<file path="config.mk">
export PLATFORM = sky130hd
export DESIGN_NAME = fma16_seq_ctrl
export DESIGN_NICKNAME = d
export VERILOG_FILES = /design/src/rtl/fma16_pkg.sv /design/src/rtl/fma16_outq.sv /design/src/rtl/fma16_seq_ctrl.sv
export SDC_FILE = /design/constraint.sdc
export NUM_CORES = 1
export LEC_CHECK = 0
export CORE_ASPECT_RATIO = 0.6
export CORE_UTILIZATION = 46
export CTS_CLUSTER_DIAMETER = 60
export DETAILED_ROUTE_END_ITERATION = 7
export GPL_TIMING_DRIVEN = 0
export PLACE_DENSITY_LB_ADDON = 0.25
export SYNTH_ARGS = -nofsm -noshare
export SYNTH_HDL_FRONTEND = slang
export SYNTH_SLANG_ARGS = --single-unit
</file>
<file path="constraint.sdc">
create_clock -name clk -period 2 [get_ports clk]
set_input_delay 0.5 -clock clk [delete_from_list [all_inputs] [get_ports clk]]
set_output_delay 0.5 -clock clk [all_outputs]
set_load 0.03 [all_outputs]
</file>
<file path="src/rtl/fma16_pkg.sv">
// Shared types and constants for the fma16 sequencer slice.
package fma16_pkg;

  localparam int unsigned FP16_W = 16;

  // Bit positions within dp_en
  localparam int unsigned EN_MUL = 0;
  localparam int unsigned EN_ALN = 1;
  localparam int unsigned EN_NRM = 2;
  localparam int unsigned EN_RND = 3;

  typedef enum logic [2:0] {
    IDLE,
    MUL,
    ALN,
    NRM,
    RND,
    WB
  } state_t;

  typedef struct packed {
    logic nv;
    logic of;
    logic uf;
    logic nx;
  } flags_t;

endpackage

</file>
<file path="src/rtl/fma16_outq.sv">
// Synchronous FIFO buffering {result,flags} entries; DEPTH must be a power of two.
module fma16_outq #(
  parameter int unsigned DEPTH = 2,
  parameter int unsigned W     = 20
) (
  input  logic                     clk,
  input  logic                     rst_n,
  input  logic                     push,
  input  logic [W-1:0]             wdata,
  input  logic                     pop,
  output logic [W-1:0]             rdata,
  output logic [$clog2(DEPTH):0]   count,
  output logic                     full,
  output logic                     empty
);

  localparam int unsigned AW = $clog2(DEPTH);

  logic [W-1:0]  mem [DEPTH];
  logic [AW-1:0] wr_ptr;
  logic [AW-1:0] rd_ptr;
  logic          do_push;
  logic          do_pop;

  assign full    = (count == (AW + 1)'(DEPTH));
  assign empty   = (count == '0);
  assign do_pop  = pop & ~empty;
  assign do_push = push & (~full | do_pop);
  assign rdata   = mem[rd_ptr];

  // Pointers wrap naturally because DEPTH is a power of two
  always_ff @(posedge clk or negedge rst_n) begin
    if (!rst_n) begin
      for (int unsigned i = 0; i < DEPTH; i++) mem[i] <= '0;
      wr_ptr <= '0;
      rd_ptr <= '0;
      count  <= '0;
    end else begin
      if (do_push) begin
        mem[wr_ptr] <= wdata;
        wr_ptr      <= wr_ptr + 1'b1;
      end
      if (do_pop) rd_ptr <= rd_ptr + 1'b1;
      case ({do_push, do_pop})
        2'b10:   count <= count + 1'b1;
        2'b01:   count <= count - 1'b1;
        default: count <= count;
      endcase
    end
  end

endmodule

</file>
<file path="src/rtl/fma16_seq_ctrl.sv">
// Sequencer for the multi-cycle fma16 datapath with an output result queue.
// Define FMA16_PERF_EN to add the perf_ops/perf_stall counters.
module fma16_seq_ctrl
  import fma16_pkg::*;
#(
  parameter int unsigned MUL_CYC  = 1,
  parameter int unsigned ALN_CYC  = 1,
  parameter int unsigned NRM_CYC  = 1,
  parameter int unsigned RND_CYC  = 1,
  parameter int unsigned OQ_DEPTH = 2
) (
  input  logic              clk,
  input  logic              rst_n,
  input  logic              in_valid,
  output logic              in_ready,
  input  logic [FP16_W-1:0] in_x,
  input  logic [FP16_W-1:0] in_y,
  input  logic [FP16_W-1:0] in_z,
  input  logic [3:0]        in_ctrl,
  output logic [FP16_W-1:0] dp_x,
  output logic [FP16_W-1:0] dp_y,
  output logic [FP16_W-1:0] dp_z,
  output logic [3:0]        dp_ctrl,
  output logic [3:0]        dp_en,
  input  logic [FP16_W-1:0] dp_result,
  input  logic [3:0]        dp_flags,
  output logic              out_valid,
  input  logic              out_ready,
  output logic [FP16_W-1:0] out_result,
  output logic [3:0]        out_flags,
  output logic              busy
`ifdef FMA16_PERF_EN
  ,
  output logic [15:0]       perf_ops,
  output logic [15:0]       perf_stall
`endif
);

  localparam logic [3:0] MUL_LD = 4'(MUL_CYC - 1);
  localparam logic [3:0] ALN_LD = 4'(ALN_CYC - 1);
  localparam logic [3:0] NRM_LD = 4'(NRM_CYC - 1);
  localparam logic [3:0] RND_LD = 4'(RND_CYC - 1);

  state_t state, state_nxt;
  logic [3:0] cnt, cnt_nxt;
  logic       accept, push, pop;
  logic       q_full, q_empty;
  logic [$clog2(OQ_DEPTH):0] q_count;
  logic [FP16_W+3:0]         q_head;
  flags_t                    head_flags;

  assign pop    = out_valid & out_ready;
  assign push   = (state == WB) & (~q_full | pop);
  assign accept = in_valid & in_ready;

  always_comb begin
    state_nxt = state;
    cnt_nxt   = cnt;
    dp_en     = '0;
    in_ready  = 1'b0;
    case (state)
      IDLE: begin
        in_ready = 1'b1;
        if (in_valid) begin
          state_nxt = MUL;
          cnt_nxt   = MUL_LD;
        end
      end
      MUL: begin
        dp_en[EN_MUL] = 1'b1;
        if (cnt == '0) begin
          state_nxt = ALN;
          cnt_nxt   = ALN_LD;
        end else cnt_nxt = cnt - 4'd1;
      end
      ALN: begin
        dp_en[EN_ALN] = 1'b1;
        if (cnt == '0) begin
          state_nxt = NRM;
          cnt_nxt   = NRM_LD;
        end else cnt_nxt = cnt - 4'd1;
      end
      NRM: begin
        dp_en[EN_NRM] = 1'b1;
        if (cnt == '0) begin
          state_nxt = RND;
          cnt_nxt   = RND_LD;
        end else cnt_nxt = cnt - 4'd1;
      end
      RND: begin
        dp_en[EN_RND] = 1'b1;
        if (cnt == '0) begin
          state_nxt = WB;
          cnt_nxt   = '0;
        end else cnt_nxt = cnt - 4'd1;
      end
      WB: begin
        if (push) state_nxt = IDLE;
      end
      default: state_nxt = IDLE;
    endcase
  end

  always_ff @(posedge clk or negedge rst_n) begin
    if (!rst_n) begin
      state   <= IDLE;
      cnt     <= '0;
      dp_x    <= '0;
      dp_y    <= '0;
      dp_z    <= '0;
      dp_ctrl <= '0;
    end else begin
      state <= state_nxt;
      cnt   <= cnt_nxt;
      if (accept) begin
        dp_x    <= in_x;
        dp_y    <= in_y;
        dp_z    <= in_z;
        dp_ctrl <= in_ctrl;
      end
    end
  end

  fma16_outq #(
    .DEPTH (OQ_DEPTH),
    .W     (FP16_W + 4)
  ) u_outq (
    .clk   (clk),
    .rst_n (rst_n),
    .push  (push),
    .wdata ({dp_result, dp_flags}),
    .pop   (pop),
    .rdata (q_head),
    .count (q_count),
    .full  (q_full),
    .empty (q_empty)
  );

  assign head_flags = q_head[3:0];
  assign out_result = q_head[FP16_W+3:4];
  assign out_flags  = head_flags;
  assign out_valid  = ~q_empty;
  assign busy       = (state != IDLE) | (q_count != '0);

`ifdef FMA16_PERF_EN
  always_ff @(posedge clk or negedge rst_n) begin
    if (!rst_n) begin
      perf_ops   <= '0;
      perf_stall <= '0;
    end else begin
      if (push && perf_ops != '1) perf_ops <= perf_ops + 16'd1;
      if (state == WB && !push && perf_stall != '1) perf_stall <= perf_stall + 16'd1;
    end
  end
`endif

endmodule
</file>
---- After elaboration in Yosys (flattened, before gate mapping) ----
Index checks and enable logic that the tools add are counted.
word-level totals
  input port bits ......................... 76
  flip-flop bits (word level) ............. 103
  output and inout bits ................... 79
cells by class
  magnitude comparators ................... 3
  bitwise gates (word level) .............. 12
  reductions and logical operators ........ 11
  mux-type cells .......................... 22
  add/sub/neg operators ................... 5
  eq/ne operators ......................... 14
operator list
  kind                                                                 count
  20-bit 2-to-1 mux                                                    4
  40-bit bitwise mux                                                   1
  20-bit demux with 1-bit select                                       1
  3-bit 2-to-1 mux                                                     6
  3-bit case mux with 6 select lines                                   1
  2-bit inequality test (second input constant)                        5
  4-bit 2-to-1 mux                                                     2
  4-bit case mux with 2 select lines                                   1
  3-bit by 2-bit == test with 1-bit output (second input constant)     2
  3-bit == test (second input constant)                                2
  6-bit AND reduction                                                  1
  2-bit nonzero test                                                   3
  1-bit AND                                                            5
  1-bit 2-to-1 mux                                                     5
  2-bit == test (second input constant)                                2
  2-bit >= comparator (second input constant)                          2
  4-bit zero test                                                      1
  1-bit NOT with 2-bit output                                          2
  2-bit case mux with 2 select lines                                   1
  4-bit OR reduction                                                   1
  4-bit by 1-bit subtractor with 4-bit output (second input constant)  1
  3-bit by 1-bit == test with 1-bit output (second input constant)     1
  3-bit zero test                                                      1
  1-bit bitwise OR                                                     3
  11 further kinds                                                     13

---- Depth between registers and ports, before layout ----
  depth in word-level cells ............... 8
  mapped depth ............................ 7

---- By module ----
A second synthesis with hierarchy kept.
unflattened totals
  cell total of the unflattened synthesis .. 298
  area total of the unflattened synthesis .. 4807.1 um^2
by module, submodules not included
  module          sequential area each (um^2)  area an instance (um^2)  cells an instance  instances
  fma16_seq_ctrl  1476.4                       2685.1                   165                1
  fma16_outq      1101.1                       2122.0                   133                1

---- Worst setup path after synthesis ----
OpenSTA, ideal clock, no wires.
  kind .................................... register to output
  start point ............................. register state[0]
  end point ............................... output dp_en[1]
  stages on the path, launching flop included .. 3
  arrival time ............................ 1.362 ns
  path slack .............................. 0.138 ns
  required time ........................... 1.500 ns
  cell sequence ........................... dfrtp_1 buf_2 nor3b_1
between the ends
  word-level cells in the longest chain between the ends .. 2
RTL lines
  what                                      RTL line               text
  start: declaration                        fma16_seq_ctrl.sv:44   state_t state, state_nxt;
  start signal: assignment                  fma16_seq_ctrl.sv:113  state <= state_nxt;
  3-bit by 2-bit == test with 1-bit output  fma16_seq_ctrl.sv:61   case (state)
  1-bit 2-to-1 mux                          fma16_seq_ctrl.sv:61
  end: declaration                          fma16_seq_ctrl.sv:24   output logic [3:0] dp_en,
Every way passes these cells.

---- Worst setup path after layout ----
  start point ............................. register u_outq.rd_ptr
  end point ............................... output out_flags[2]
between the ends
  word-level cells in the longest chain between the ends .. 4
RTL lines
  what                                                  RTL line              text
  start: declaration                                    fma16_outq.sv:21      logic [AW-1:0] rd_ptr;
  start signal: assignment                              fma16_outq.sv:43      if (do_pop) rd_ptr <= rd_ptr + 1'b1;
  1-bit NOT with 2-bit output (not written as such)     fma16_outq.sv:29      assign rdata = mem[rd_ptr];
  20-bit 2-to-1 mux (not written as such) (3 in a row)  fma16_outq.sv:29
  end: declaration                                      fma16_seq_ctrl.sv:30  output logic [3:0] out_flags,
Every way passes these cells. The select of a mux whose other input is x is not followed.

==> results.md <==
* Ys Warns at 0
* Setup CP Type: register to primary output
* IR drop worst, VDD at approximately 0.94 mV
* Number of remaining DRC errors at 0
* Combined global-route utilization of all metal layers at 0.211
* Fraction of the cycle the final worst path needs at 1.01
* Area of the die at approximately 10,000 um2
* Filler Cell Count at 646
* Remaining global-route overflow at 0
* Avg Synthesized Cell Area at 16.3 um2
* Worst R2R Start: state[2]
* Reg-to-reg slack, setup at 0.21 ns
* Number of storage elements in the synthesis netlist at 103
* Critical path cell sequence: clkbuf_8 > mux2_2 > buf_2
* Weighted congestion reported at the end of routability-driven placement at approximately 0.78
* Setup Skew at about 0.0069 ns
* Commonest cells after routing, fill and taps aside: 126 x clkdlybuf4s50_1, 102 x dfrtp_1, 60 x mux2_2, 54 x mux2_4, 16 x buf_4
* Placement row count at 27
* Final core occ at 0.710
* DP Wirelength at roughly 7400 um
* Non-Filler Cell Area, Final at around 6700 um2
* Root buf cell: clkbuf_16
* Number of primary I/O pins at 155
* Number of nets produced by synthesis at ~360
* Pin count of the biggest net entering global routing at 67
* Worst endpoint data arrival time at approximately 1.5 ns
* Signed area change from the synthesized netlist to the final layout at 45.3%
* Run status: finished with violations
* Crit-path slowest cell: dfrtp_2
* Power per standard cell area at between 1500 and 2000 nW/um2
* Port Buffer Count at around 150
* Via count at roughly 2,900
* CTS tree: done
* Initial antenna violation count at 0
* Critical Path End Type: primary output
* Layout Nets at about 530
* Clock insertion delay at the later pin of the skew report at roughly 0.34 ns
* RSZ-0062 raised after global routing: true
* Number of cells after detailed placement at about 570
* Most common cell after layout, fill and taps aside: clkdlybuf4s50_1
* Stage delay of the slowest cell on the critical path at between 0.4 and 0.5 ns
* Violated checks: negative setup slack
* Crit path from: u_outq.rd_ptr
* Die X-Extent at 131 um
* Initial core utilization at 0.488
* Critical Path Sink: out_flags[2]
* Leading area contributor after synthesis: dfrtp_1
* Number of distinct library cells after synthesis at 37
* First-pass GRT wire length at 16,600 um
* Leakage Power at ~3 nW
* Final routed wire length divided by cell count at roughly 18 um
* CTS clk-pin slew, worst paths at ~0.07 ns
* Final min period at between 2 and 2.5 ns
* Largest buffer count on any clock path at 2
* CTS hold repair buffers at 0
* Detail Route Antenna Nets at 0
* Average via count per standard cell at ~4.9
* Inserted Diodes at 0
* Worst rel slew slack at 0.569
* Fmax at roughly 500 MHz
* Transition at the pin with the smallest max-transition slack at ~0.64 ns
* Height of the die at around 80 um
* Total wire length after detailed routing at 10,400 um
* Placeable core region at approximately 9400 um2
* Class of the worst hold path: input pin to async pin
* Cell Area, Synth at around 4600 um2
* Worst Setup Start Kind: register
* Count of max-cap constraint violations at 0
* Largest cells by area after synthesis: dfrtp_1 56%, mux2_4 16%, mux2_2 16%
* Drt pass-1 iters at 4
* Reg2Reg Depth at 7
* Final setup violation count at 5
* Synthesized instance count at about 280
* Number of sinks handled by clock tree synthesis at just over 100
* Ratio of cells with drive above 1 in the final layout at 0.399
* Endpoints failing hold at 0
* Reg2reg end: dp_y[1]
* Violation count after the first detailed-routing iteration at 86
* Cell area after placement at about 6300 um2
* Sequential-to-total area share from yosys stat at 0.560
* Post-route worst setup slack at -0.0153 ns
* Number of global-route vias before repair at approximately 3,000
* Number of buffers created by CTS at 9
* Number of max-slew violations in the final report at 0
* Yosys top cell area share at 0.560
* Required time of the critical path at roughly 1.5 ns
* # H-tree levels at 3
* Number of standard cells in the final layout excluding fillers at around 590
* Critical Path Fanout Max at 5
## registers in the layout, indices dropped and copies added (netlist names)
name and cells:
dp_x 16, u_outq.mem 40, u_outq.rd_ptr 1, cnt 4, dp_y 16, u_outq.wr_ptr 1
u_outq.count 2, state 3, dp_ctrl 4, dp_z 16
## worst min path at each step
stage | from | endpoint | slack, ns | depth (start not counted)
detailed placement | u_outq.count[1] | u_outq.count[1] | 0.47 | 1
finish | rst_n | dp_z[9] | 0.13 | 1
global route | rst_n | dp_ctrl[1] | 0.15 | 1
global placement | u_outq.count[1] | u_outq.count[1] | 0.47 | 1
floorplan | rst_n | cnt[0] | 0.20 | 0
CTS | rst_n | dp_ctrl[1] | 0.13 | 1
## cell type report
cell class | instances | area, um2 | area share
Sequential cell | 103 | 2580 | 0.386
Buffer | 15 | 215 | 0.0322
Multi-Input combinational cell | 159 | 1840 | 0.276
Timing Repair Buffer | 161 | 1560 | 0.234
Inverter | 5 | 18.8 | 0.00281
Clock buffer | 9 | 225 | 0.0337
Clock inverter | 7 | 81.3 | 0.0122
Tap cell | 130 | 163 | 0.0243
## worst max-delay path: cells and delay by family (launching register included)
family | cells | cell delay [ns]
flops | 1 | 0.46
mux | 1 | 0.34
buf+inv | 2 | 0.37
## stage by stage
| step | setup WS, ns | setup TNS, ns | total power, mW | hold WS [ns] |
|---|---|---|---|---|
| finish | -0.0153 | -0.0354 | 12.2 | 0.126 |
| global route | -0.0599 | -0.553 | 12.7 | 0.153 |
| CTS | -0.116 | -0.174 | 12.1 | 0.134 |
| detailed placement | -0.402 | -16.53 | 10.3 | 0.474 |
| global placement | -3.35 | -360.32 | 10.1 | 0.469 |
| floorplan | 0.138 | 0 | 7.86 | 0.204 |
## power by group
| group | switching (mW) | leakage [nW] | internal, mW |
|---|---|---|---|
| logic | 3.30 | 1.60 | 3.46 |
| registers | 0.581 | 1.25 | 3.09 |
| clock network | 0.778 | 0.146 | 0.983 |
| total | 4.66 | 3.00 | 7.53 |
## synthesized netlist by cell type
master / instances
dfrtp_1: 103
mux2_2: 64
mux2_4: 50
buf_12: 6
inv_1: 5
buf_4: 4
ha_1: 3
nor2_1: 3
nor3b_1: 3
xnor2_1: 3
xor2_1: 3
a21o_1: 2
a22o_1: 2
buf_2: 2
clkbuf_1: 2
nand2_1: 2
nand2b_1: 2
nor2b_1: 2
nor3_1: 2
nor3_4: 2
a211o_1: 1
a221o_1: 1
and2_1: 1
and2_4: 1
and3b_1: 1
buf_6: 1
nand3_1: 1
nand4_1: 1
nand4b_1: 1
nor4_1: 1
o21a_1: 1
o21bai_1: 1
o2bb2ai_1: 1
o31ai_1: 1
o32ai_1: 1
or2b_1: 1
or3b_1: 1
## cells by family after synthesis
group / Yosys count / synth area share
buf+inv: 20 / 0.0429
fa+ha+maj: 3 / 0.00816
flops: 103 / 0.560
xor+xnor: 6 / 0.0114
simple gates: 25 / 0.0381
mux: 114 / 0.320
compound gates: 11 / 0.0198
## timing repair
| action | in CTS | in global routing |
|---|---|---|
| endpoints found under the setup margin | 27 | 24 |
| gates resized for setup | 146 | 28 |
| gates cloned | 1 | 0 |
| setup buffers | 4 | 1 |
| pin swaps | 1 | 0 |
## metal layers
metal  part of all wire  routed length [um]  global-route usage  up-vias
met2               0.51                5290               0.358       73
met5                  0                   0                   0        -
met3              0.039                 411              0.0527        5
li1                   -                   -                   -     1348
met4             0.0058                  61              0.0541        0
met1               0.45                4670               0.273     1488
(Power assumes the default switching activity.)
